===== config.mk =====
export PLATFORM = sky130hd
export DESIGN_NAME = fp_input_arbiter
export DESIGN_NICKNAME = d
export VERILOG_FILES = /design/src/rtl/fp_input_arbiter.sv
export SDC_FILE = /design/constraint.sdc
export NUM_CORES = 1
export LEC_CHECK = 0
export ABC_CLOCK_PERIOD_IN_PS = 2900
export CAP_MARGIN = 40
export CORE_UTILIZATION = 41
export DETAILED_ROUTE_END_ITERATION = 12
export PLACE_DENSITY = 0.82
export SLEW_MARGIN = 20
export SYNTH_ARGS = -nofsm -noshare
export SYNTH_HDL_FRONTEND = slang
export SYNTH_SLANG_ARGS = --single-unit

===== constraint.sdc =====
create_clock -name CP -period 2.9 [get_ports CP]
set_clock_uncertainty 0.05 [all_clocks]
set_input_delay 0.58 -clock CP [delete_from_list [all_inputs] [get_ports CP]]
set_output_delay 0.58 -clock CP [all_outputs]
set_load 0.005 [all_outputs]

===== src/rtl/fp_input_arbiter.sv =====
// Two-source four-phase packet arbiter feeding the FP stage; registers and holds the winning packet.
// Optional build macro FP_ARB_FIXED_PRIO_EN: source 0 always wins contention (default round-robin).
module fp_input_arbiter #(
  parameter int PKT_W = 62
) (
  input  logic             CP,
  input  logic             MR,
  input  logic [PKT_W-1:0] PACKET_IN0,
  input  logic             Send_in0,
  output logic             Ack_out0,
  input  logic [PKT_W-1:0] PACKET_IN1,
  input  logic             Send_in1,
  output logic             Ack_out1,
  input  logic             HOLD,
  output logic [PKT_W-1:0] PACKET_OUT,
  output logic             Send_out,
  input  logic             Ack_in,
  output logic             GRANT,
  output logic             BUSY
);

  typedef enum logic [1:0] {
    IDLE = 2'd0,
    XFER = 2'd1,
    RTZ  = 2'd2
  } state_t;

  state_t state;
  logic   lg;
  logic   elig0;
  logic   elig1;
  logic   win;

  // A source whose ack is still high has not returned to zero and cannot be regranted.
  always_comb begin
    elig0 = Send_in0 & ~Ack_out0;
    elig1 = Send_in1 & ~Ack_out1;
    if (elig0 && elig1) begin
`ifdef FP_ARB_FIXED_PRIO_EN
      win = 1'b0;
`else
      win = ~lg;
`endif
    end else begin
      win = elig1;
    end
  end

  always_ff @(posedge CP or posedge MR) begin
    if (MR) begin
      state      <= IDLE;
      lg         <= 1'b1;
      PACKET_OUT <= '0;
      Send_out   <= 1'b0;
      Ack_out0   <= 1'b0;
      Ack_out1   <= 1'b0;
      GRANT      <= 1'b0;
      BUSY       <= 1'b0;
    end else begin
      // Input-side release runs regardless of state; capture never targets an acked source.
      if (Ack_out0 && !Send_in0) Ack_out0 <= 1'b0;
      if (Ack_out1 && !Send_in1) Ack_out1 <= 1'b0;

      case (state)
        IDLE: begin
          if (!HOLD && (elig0 || elig1)) begin
            PACKET_OUT <= win ? PACKET_IN1 : PACKET_IN0;
            if (win) Ack_out1 <= 1'b1;
            else     Ack_out0 <= 1'b1;
            Send_out <= 1'b1;
            GRANT    <= win;
            lg       <= win;
            BUSY     <= 1'b1;
            state    <= XFER;
          end
        end
        XFER: begin
          if (Ack_in) begin
            Send_out <= 1'b0;
            state    <= RTZ;
          end
        end
        RTZ: begin
          if (!Ack_in) begin
            BUSY  <= 1'b0;
            state <= IDLE;
          end
        end
        default: begin
          state <= IDLE;
        end
      endcase
    end
  end

endmodule

==> flow_summary_export.csv <==
group,metric,value,unit
timing,drv_slew,0,
critical_path,required,3090,ps
clock_tree,htree_num_levels,3,
synthesis,yosysTopAreaCell,"dfrtp_1",
timing,fin_tns_setup,0,ps
status,outcome,"completed",
critical_path,critical_path_arrival,2190,ps
place,dp_hpwl,8.472,mm
critical_path,cp-startpoint,"Send_in1",
critical_path,rr_startpoint,"state[0]",
synthesis,synth_top_area_share,44.08,%
critical_path,cp_max_fo,16,
synthesis,syn-num-nets,509,
hold_path,min_from,"lg",
timing,max-slew-margin-rel,57.81,%
floorplan,die_w,99.75,um
timing,max_slew.worst_pin.slew,632.0,ps
synthesis,synth-seq-cells,70,
finish,diodes,0,
timing,hold_viol,0,
detailed_routing,wl_per_cell,16.75,um
critical_path,r2r_end,"state[0]",
floorplan,die_y,99.75,um
global_route,grt_max_degree,40,
clock_tree,root_buffer,"clkbuf_8",
clock_tree,clockBufferDepth,2,
clock_tree,postCtsHoldBufs,0,
critical_path,r2r_setup_slack,1200,ps
floorplan,fp-row-count,35,
critical_path,path_class,"in -> reg",
detailed_routing,num_vias,3574,
hold_path,whs_endpoint,"lg",
finish,multi_input_area,1453,um^2
finish,ff_latch_area,1753,um^2
global_route,antenna_found_initial,0,
floorplan,ios,197,
finish,drive_gt1_share,16.17,%
floorplan,start_util,42.40,%
finish,final_cell_mix,"196 x clkdlybuf4s50_1, 127 x inv_1, 69 x dfrtp_1",
global_route,grt_usage,24.22,%
detailed_routing,vias_per_cell,5.120,
synthesis,ys_seq_area_share,44.75,%
critical_path,startpoint_type,"primary input",
flow_run,maxCapViolations,0,
synthesis,postSynthCellCount,379,
synthesis,syn_area,3918,um^2
clock_tree,cts_buffers,9,
clock_tree,insertion_delay,330,ps
synthesis,synth_warnings,0,
place,globalplace.congestion,0.8036,
timing,fin_crit_sh,69.18,%
timing,fin_crit,2006,ps
clock_tree,clock-sinks,70,
hold_path,hold_class,"reg -> reg",
detailed_routing,drt_iter0_drc,121,
detailed_routing,ant_nets,0,
timing,max_freq,0.4984,GHz
timing,finalSetupViolCount,0,
pwr,peakVddDrop,0.6305,mV
global_route,grt_pass1_wl,18.93,mm
finish,fin_nets,694,
global_route,grt_pass1_vias,3827,
pwr,powerDensity,854.7,nW/um^2
place,port_buffers,196,
finish,nFillCells,724,
pwr,leakagePower,2.684,nW
critical_path,worstSetupEndpointType,"flip-flop",
clock_tree,cts-resized-gates,0,
synthesis,yosysUniqueCellTypes,22,
hold_path,hold_path_depth,2,
floorplan,core,9240,um^2
global_route,grt_overflow,0,
timing,holdWs,438.1,ps
clock_tree,post_cts_buffers,0,
detailed_routing,routed_wl,11.69,mm
finish,area_delta_synth_final,58.10,%
detailed_routing,drtPass1Iterations,4,
clock_tree,clk_pin_slew,80,ps
clock_tree,cts_tree,"done",
synthesis,syn_area_per_cell,10.34,um^2
timing,rsz0062_at_grt,"no",
critical_path,rr_worst_depth,4,
floorplan,die_area,9950,um^2
finish,final_common_cell,"clkdlybuf4s50_1",
synthesis,synth.area.top_cells,"dfrtp_1 44%, o221ai_2 22%, inv_1 12%",
detailed_routing,drc_errors,0,
[per-stage QoR]
| step | cells | cell area [um^2] | util [%] | power [mW] | worst slack [ps] |
|---|---|---|---|---|---|
| final | 698 | 6193 | 67.03 | 5.294 | 893.7 |
| after global routing | 698 | 6193 | 67.03 | 5.634 | 795.5 |
| after CTS | 698 | 6193 | 67.03 | 5.343 | 889.7 |
| after detailed placement | 682 | 5944 | 64.33 | 4.341 | 539.0 |
| after global placement | 682 | 5944 | 64.33 | 4.236 | 627.2 |
| after floorplan | 379 | 3918 | - | 3.015 | 503.4 |
[registers in the layout (all words and copies together) (netlist names)]
signal      count
Send_out        1
Ack_out0        1
BUSY            1
lg              1
Ack_out1        1
state           2
PACKET_OUT     62
GRANT           1
[synth_stat cells (all sizes together)]
cell,count
a21oi,2
buf,34
clkbuf,1
dfrtp,69
dfstp,1
inv,128
nand2,4
nand2b,2
nand3,1
nand3b,1
nand4,62
nor2b,3
nor3,1
o21a,1
o21ai,6
o221ai,62
or3b,1
[cell families after synthesis]
| kind of cell | share of synthesized area [%] |
|---|---|
| buf+inv | 19.04 |
| simple gates | 11.88 |
| compound gates | 24.34 |
| flops | 44.75 |
[power by group]
group / switching, mW / internal (mW) / total [mW]
combinational: 1.13 / 1.46 / 2.60
clock: 0.365 / 0.621 / 0.986
sequential: 0.272 / 1.44 / 1.71
total: 1.77 / 3.52 / 5.29
[layer usage]
metal  share of wire [%]  vias up  routed length (um)  track usage [%]
met5                   0        -                   0                0
met4                 3.2        0                 379            10.86
met3                 5.6       34                 652            4.849
met2                  50      138                5857            41.91
met1                  41     1713                4804            29.07
li1                    -     1689                   -                -
[worst max-delay path by stage]
stage	cells after the start	slack, ps	to
2_1_floorplan	1	500	Ack_out0
4_1_cts	5	890	PACKET_OUT[40]
5_1_grt	5	800	PACKET_OUT[13]
6_report	5	890	PACKET_OUT[40]
3_3_place_gp	5	630	PACKET_OUT[42]
3_5_place_dp	5	540	PACKET_OUT[40]
[critical path, cell delays in order]
cell and delay [ps]:
clkdlybuf4s50_1 480, nor2b_1 360, nand3_4 250, buf_4 290, o221ai_1 220
[area by class of cell]
| cell class | instances | area share [%] |
|---|---|---|
| clock buffer | 13 | 2.566 |
| clock inverter | 3 | 1.455 |
| inverter | 128 | 7.758 |
| multi-input combinational | 146 | 23.45 |
| sequential | 70 | 28.30 |
| tap | 129 | 2.606 |
| timing repair buffer | 209 | 33.86 |
(Power assumes the default switching activity.)
